===== config.mk =====
export PLATFORM = sky130hd
export DESIGN_NAME = rv_ctl
export DESIGN_NICKNAME = d
export VERILOG_FILES = /design/src/rtl/rv_pkg.sv /design/src/rtl/rv_alu_dec.sv /design/src/rtl/rv_ctl.sv
export SDC_FILE = /design/constraint.sdc
export NUM_CORES = 1
export LEC_CHECK = 0
export ABC_AREA = 1
export BUFFER_PORTS_ARGS = -buffer_cell sky130_fd_sc_hd__buf_2
export CAP_MARGIN = 20
export CORE_MARGIN = 5
export CORE_UTILIZATION = 25
export DETAILED_ROUTE_END_ITERATION = 12
export SETUP_SLACK_MARGIN = 0.5
export SLEW_MARGIN = 20
export SYNTH_ARGS = -nofsm -noshare
export SYNTH_HDL_FRONTEND = slang
export SYNTH_SLANG_ARGS = --single-unit

===== constraint.sdc =====
create_clock -name clk -period 2.8 [get_ports clk]
set_input_delay 0.56 -clock clk [delete_from_list [all_inputs] [get_ports clk]]
set_output_delay 0.56 -clock clk [all_outputs]
set_load 0.02 [all_outputs]

===== src/rtl/rv_pkg.sv =====
// Shared encodings for the multicycle RISC-V control unit: FSM states,
// datapath select values, ALU operations, opcodes and the decode helper.
package rv_pkg;

    typedef enum logic [3:0] {
        S_IDLE     = 4'd0,
        S_FETCH    = 4'd1,
        S_DECODE   = 4'd2,
        S_EXEC_R   = 4'd3,
        S_EXEC_I   = 4'd4,
        S_MEM_ADDR = 4'd5,
        S_MEM_RD   = 4'd6,
        S_MEM_WB   = 4'd7,
        S_MEM_WR   = 4'd8,
        S_ALU_WB   = 4'd9,
        S_BRANCH   = 4'd10,
        S_JAL      = 4'd11,
        S_HALT     = 4'd12
    } state_t;

    localparam logic PC_PLUS4 = 1'b0;
    localparam logic PC_ALU   = 1'b1;

    localparam logic [1:0] WB_MDR    = 2'd0;
    localparam logic [1:0] WB_ALUOUT = 2'd1;
    localparam logic [1:0] WB_PC     = 2'd2;

    localparam logic [1:0] IMM_L = 2'd0;
    localparam logic [1:0] IMM_S = 2'd1;
    localparam logic [1:0] IMM_B = 2'd2;
    localparam logic [1:0] IMM_J = 2'd3;

    localparam logic [1:0] ALUA_REG    = 2'd0;
    localparam logic [1:0] ALUA_ALUOUT = 2'd1;
    localparam logic [1:0] ALUA_PCC    = 2'd2;

    localparam logic [1:0] ALUB_REG  = 2'd0;
    localparam logic [1:0] ALUB_FFFF = 2'd1;
    localparam logic [1:0] ALUB_IMM  = 2'd2;

    localparam logic [3:0] ALU_ADD  = 4'd0;
    localparam logic [3:0] ALU_SUB  = 4'd1;
    localparam logic [3:0] ALU_SLL  = 4'd2;
    localparam logic [3:0] ALU_SLT  = 4'd3;
    localparam logic [3:0] ALU_SLTU = 4'd4;
    localparam logic [3:0] ALU_XOR  = 4'd5;
    localparam logic [3:0] ALU_SRL  = 4'd6;
    localparam logic [3:0] ALU_SRA  = 4'd7;
    localparam logic [3:0] ALU_OR   = 4'd8;
    localparam logic [3:0] ALU_AND  = 4'd9;

    localparam logic [6:0] OP_R      = 7'b0110011;
    localparam logic [6:0] OP_I      = 7'b0010011;
    localparam logic [6:0] OP_LOAD   = 7'b0000011;
    localparam logic [6:0] OP_STORE  = 7'b0100011;
    localparam logic [6:0] OP_BRANCH = 7'b1100011;
    localparam logic [6:0] OP_JAL    = 7'b1101111;

    localparam logic [2:0] F3_WORD = 3'b010;
    localparam logic [2:0] F3_BEQ  = 3'b000;
    localparam logic [2:0] F3_BNE  = 3'b001;

    // Anything outside the supported subset (including LB/LH/SB/SH) halts.
    function automatic state_t decode_next(input logic [6:0] opcode,
                                           input logic [2:0] funct3);
        state_t nxt;
        nxt = S_HALT;
        case (opcode)
            OP_R:      nxt = S_EXEC_R;
            OP_I:      nxt = S_EXEC_I;
            OP_LOAD:   if (funct3 == F3_WORD) nxt = S_MEM_ADDR;
            OP_STORE:  if (funct3 == F3_WORD) nxt = S_MEM_ADDR;
            OP_BRANCH: if (funct3 == F3_BEQ || funct3 == F3_BNE) nxt = S_BRANCH;
            OP_JAL:    nxt = S_JAL;
            default:   nxt = S_HALT;
        endcase
        return nxt;
    endfunction

endpackage


===== src/rtl/rv_alu_dec.sv =====
// ALU operation decode from funct3 and instr[30]; instr[30] selects SUB
// only for register-register ops, and SRA for either shift-right form.
module rv_alu_dec
    import rv_pkg::*;
(
    input  logic [2:0] funct3,
    input  logic       bit30,
    input  logic       is_rtype,
    output logic [3:0] alusel
);

    always_comb begin
        alusel = ALU_ADD;
        case (funct3)
            3'b000:  alusel = (is_rtype && bit30) ? ALU_SUB : ALU_ADD;
            3'b001:  alusel = ALU_SLL;
            3'b010:  alusel = ALU_SLT;
            3'b011:  alusel = ALU_SLTU;
            3'b100:  alusel = ALU_XOR;
            3'b101:  alusel = bit30 ? ALU_SRA : ALU_SRL;
            3'b110:  alusel = ALU_OR;
            3'b111:  alusel = ALU_AND;
            default: alusel = ALU_ADD;
        endcase
    end

endmodule


===== src/rtl/rv_ctl.sv =====
// Multicycle control FSM for the simple RISC-V core. Define RV_CTL_PERF_EN
// to add the cycle_cnt / instret_cnt performance counters.
module rv_ctl
    import rv_pkg::*;
#(
    parameter int DPWIDTH  = 32,
    parameter int CNTWIDTH = 32
) (
    input  logic                clk,
    input  logic                rst_n,
    input  logic [DPWIDTH-1:0]  instr,
    input  logic                zero,
    input  logic                imem_ready,
    input  logic                dmem_ready,
    output logic                imem_req,
    output logic                dmem_req,
    output logic                dmem_wen,
    output logic                pcsourse,
    output logic                pcwrite,
    output logic                pccen,
    output logic                irwrite,
    output logic                regwen,
    output logic                mdrwrite,
    output logic [1:0]          wbsel,
    output logic [1:0]          immsel,
    output logic [1:0]          asel,
    output logic [1:0]          bsel,
    output logic [3:0]          alusel,
    output logic                halted,
`ifdef RV_CTL_PERF_EN
    output logic [CNTWIDTH-1:0] cycle_cnt,
    output logic [CNTWIDTH-1:0] instret_cnt,
`endif
    output state_t              state_dbg
);

    // Memory handshake: *_req rises on entry to the access state and stays
    // high, with dmem_wen stable, until the cycle in which *_ready is seen
    // high; that cycle completes the access. ready is ignored while req is low.

    state_t     state;
    state_t     state_next;
    logic [6:0] opcode;
    logic [2:0] funct3;
    logic [3:0] alu_dec;
    logic       unused_instr;

    assign opcode       = instr[6:0];
    assign funct3       = instr[14:12];
    assign state_dbg    = state;
    assign unused_instr = ^{instr[DPWIDTH-1:31], instr[29:15], instr[11:7]};

    rv_alu_dec u_alu_dec (
        .funct3   (funct3),
        .bit30    (instr[30]),
        .is_rtype (opcode == OP_R),
        .alusel   (alu_dec)
    );

    always_ff @(posedge clk or negedge rst_n) begin
        if (!rst_n) begin
            state <= S_IDLE;
        end else begin
            state <= state_next;
        end
    end

    always_comb begin
        state_next = state;
        case (state)
            S_IDLE:     state_next = S_FETCH;
            S_FETCH:    if (imem_ready) state_next = S_DECODE;
            S_DECODE:   state_next = decode_next(opcode, funct3);
            S_EXEC_R:   state_next = S_ALU_WB;
            S_EXEC_I:   state_next = S_ALU_WB;
            S_MEM_ADDR: state_next = (opcode == OP_LOAD) ? S_MEM_RD : S_MEM_WR;
            S_MEM_RD:   if (dmem_ready) state_next = S_MEM_WB;
            S_MEM_WR:   if (dmem_ready) state_next = S_FETCH;
            S_ALU_WB:   state_next = S_FETCH;
            S_MEM_WB:   state_next = S_FETCH;
            S_BRANCH:   state_next = S_FETCH;
            S_JAL:      state_next = S_FETCH;
            S_HALT:     state_next = S_HALT;
            default:    state_next = S_IDLE;
        endcase
    end

    // Reset forces IDLE asynchronously, so every strobe drops with rst_n.
    always_comb begin
        imem_req = 1'b0;
        dmem_req = 1'b0;
        dmem_wen = 1'b0;
        pcsourse = PC_PLUS4;
        pcwrite  = 1'b0;
        pccen    = 1'b0;
        irwrite  = 1'b0;
        regwen   = 1'b0;
        mdrwrite = 1'b0;
        wbsel    = WB_MDR;
        immsel   = IMM_L;
        asel     = ALUA_REG;
        bsel     = ALUB_REG;
        alusel   = ALU_ADD;
        halted   = 1'b0;
        case (state)
            S_FETCH: begin
                imem_req = 1'b1;
                if (imem_ready) begin
                    irwrite = 1'b1;
                    pccen   = 1'b1;
                    pcwrite = 1'b1;
                end
            end
            S_DECODE: begin
                asel   = ALUA_PCC;
                bsel   = ALUB_IMM;
                immsel = (opcode == OP_JAL) ? IMM_J : IMM_B;
            end
            S_EXEC_R: begin
                alusel = alu_dec;
            end
            S_EXEC_I: begin
                bsel   = ALUB_IMM;
                alusel = alu_dec;
            end
            S_ALU_WB: begin
                regwen = 1'b1;
                wbsel  = WB_ALUOUT;
            end
            S_MEM_ADDR: begin
                bsel   = ALUB_IMM;
                immsel = (opcode == OP_LOAD) ? IMM_L : IMM_S;
            end
            S_MEM_RD: begin
                dmem_req = 1'b1;
                mdrwrite = dmem_ready;
            end
            S_MEM_WB: begin
                regwen = 1'b1;
                wbsel  = WB_MDR;
            end
            S_MEM_WR: begin
                dmem_req = 1'b1;
                dmem_wen = 1'b1;
            end
            S_BRANCH: begin
                alusel   = ALU_SUB;
                pcsourse = PC_ALU;
                pcwrite  = (funct3 == F3_BNE) ? !zero : zero;
            end
            S_JAL: begin
                regwen   = 1'b1;
                wbsel    = WB_PC;
                pcwrite  = 1'b1;
                pcsourse = PC_ALU;
            end
            S_HALT: begin
                halted = 1'b1;
            end
            default: ;
        endcase
    end

`ifdef RV_CTL_PERF_EN
    // An instruction retires on each edge that returns to FETCH from work.
    always_ff @(posedge clk or negedge rst_n) begin
        if (!rst_n) begin
            cycle_cnt   <= '0;
            instret_cnt <= '0;
        end else begin
            if (state != S_IDLE && state != S_HALT) begin
                cycle_cnt <= cycle_cnt + CNTWIDTH'(1);
            end
            if (state_next == S_FETCH && state != S_FETCH && state != S_IDLE) begin
                instret_cnt <= instret_cnt + CNTWIDTH'(1);
            end
        end
    end
`else
    localparam int unused_cntwidth = CNTWIDTH;
`endif

endmodule


==> results.cfg <==
[power]
peakVddDrop_v = 0.000404
switching_power_mw = 0.465
total_leakage_power_nw = 0.577
p_sw_frac = 0.593
power_density_nw_per_um2 = 860
p_int_mw = 0.320
pwr-share-clk = 0.083
comb_power_share = 0.763
pwr-share-seq = 0.154

[worst_setup_path]
crit_path_max_fanout = 5
critical_path_required_ns = 2.24
crit_buf_inv = 2
crit_path_cell_trace = nor2_2, inv_2, o22ai_2, nand3_1, nand2_1, buf_2
cpPeakStageDelay_ns = 0.44
start_kind = flop
critical_path.endpoint_type = output port
crit_family = flip-flops
path_class = reg -> out
arrival_ns = 1.53
cp_slowest_cell = dfrtp_1

[timing]
rsz0062_at_grt = no
period_share = 0.745
period_needed_ns = 2.09
drv_slew = 0
timing.fmax_ghz = 0.480
final.setup.tns_ns = 0
hold_viol = 0
fin_ws_ns = 0.715
setup_violations = 0
fin_skew_ns = 0.00136

[route]
wl_um = 1840
dr.pass1.iters = 4
ant_nets = 0
first_iter_violations = 21
viasPerCell = 4.28
wire_per_inst_um = 9.46
via_count = 830
drc_errors = 0

[synthesis]
syn_area_um2 = 683
synthTopCellsByArea = nand2_1, dfrtp_1, inv_1
yosys.area.top_type = nand2_1
seq_area_frac_synth = 0.147
yosys.area.top_type_share = 0.154
ys_ff_latch = 4
synth_flop_cell = dfrtp_1
postSynthCellCount = 124
synth_cell_type_count = 25
syn_area_per_cell_um2 = 5.51
yosys_warnings = 0
synth-edff-count = 0
async_flop_share = 1.00

[die]
core_area_um2 = 2690
die_w_um = 62.3
dieArea_um2 = 3880
io_pins = 63
core.rowCount = 19
die_h_um = 62.3
initial_core_util = 0.254

[placed_design]
port_buffers = 39
post-dp-hpwl_um = 1670
pre_cts_slack_ns = 0.767
gp_congestion = 0.784

[cells_and_area]
multiInputGateArea_um2 = 455
fill_cells = 328
largest_reg_flops = 4
final_cell_mix = buf_2, nand2_1, nor2_1, inv_1, nand3_1
layout_commonest_cell = buf_2
seq_area_um2 = 100
drive_above_1_share = 0.374
area_growth_pct = 33.7
fin_nets = 202
antenna_cells = 0

[global_routing]
grt_antenna_before_repair = 0
grt-ovfl-total = 0
grtUsageTotal = 0.0936
grt_max_degree = 7
grt_pass1_vias = 787
grt_pass1_wl_um = 3160

[clock_tree]
clockRootBuffer = clkbuf_4
cts_tree = built
clock_path_buffers = 2
clk_pin_slew_ns = 0.03
cts_hold_buf = 0
clock_latency_ns = 0.22
ctsHtreeMaxLevel = 1
ctsResizeCount = 0
clock_sinks = 4
postCtsSetupBuffers = 0
cts_made_buffers = 3

[flow_run]
cap_violations = 0

[status]
status = complete, no violations

[min_path]
min_path_type = in -> async
[synth_stat cells, types with 2 or more instances]
cell / number
nor2_2: 5
nor2_1: 21
o21bai_1: 2
nand2_1: 28
inv_2: 6
o211ai_1: 2
inv_1: 21
buf_4: 4
o21ai_0: 3
nand3_1: 10
nand2_2: 3
dfrtp_1: 4
a21oi_1: 3
[final cells by class]
cell class	count	area share
inverter	27	0.111
clock buffer	3	0.0247
timing repair buffer	39	0.214
multi-input combinational	90	0.499
tap	31	0.0425
sequential	4	0.110
[stage by stage]
step	area [um^2]	instances	power [mW]	utilization	hold WS (ns)
final	913	194	0.785	0.340	0.132
after global routing	913	194	0.867	0.340	0.124
after CTS	913	194	0.796	0.340	0.128
after detailed placement	891	191	0.726	0.332	0.368
after global placement	891	191	0.725	0.332	0.368
after floorplan	687	125	0.563	-	0.264
[cell families after synthesis]
logic type | count (synthesis) | synth area share
other | 1 | 0.00549
flip-flops | 4 | 0.147
XOR/XNOR | 1 | 0.0128
AO/OA/AOI/OAI | 16 | 0.156
buffers and inverters | 31 | 0.192
AND/OR/NAND/NOR | 71 | 0.487
[power groups by stage]
| stage | clock (mW) | combinational (mW) | sequential (mW) |
|---|---|---|---|
| 6_report | 0.0655 | 0.599 | 0.121 |
| 3_3_place_gp | 0 | 0.603 | 0.122 |
| 5_1_grt | 0.0744 | 0.666 | 0.127 |
| 2_1_floorplan | 0 | 0.415 | 0.148 |
| 4_1_cts | 0.0682 | 0.606 | 0.122 |
| 3_5_place_dp | 0 | 0.604 | 0.123 |
[metal layers]
layer,vias up,routed length [um],global-route usage
li1,456,-,-
met1,358,777,0.106
met2,16,938,0.174
met3,0,120,0.0216
met4,0,0,0.0239
met5,-,0,0
[final timing paths]
path	endpoint	cells past startpoint	slack, ns	from
max reg2reg	state_dbg[0]$_DFFE_PN0P_	8	1.55	state_dbg[1]$_DFFE_PN0P_
min in group clk	state_dbg[3]$_DFFE_PN0P_	2	0.57	dmem_ready
max	alusel[0]	6	0.71	state_dbg[2]$_DFFE_PN0P_
min reg2reg	state_dbg[1]$_DFFE_PN0P_	3	0.72	state_dbg[0]$_DFFE_PN0P_
max in group asynchronous	state_dbg[1]$_DFFE_PN0P_	1	2.55	rst_n
min	state_dbg[3]$_DFFE_PN0P_	1	0.13	rst_n
(Power assumes the default switching activity.)
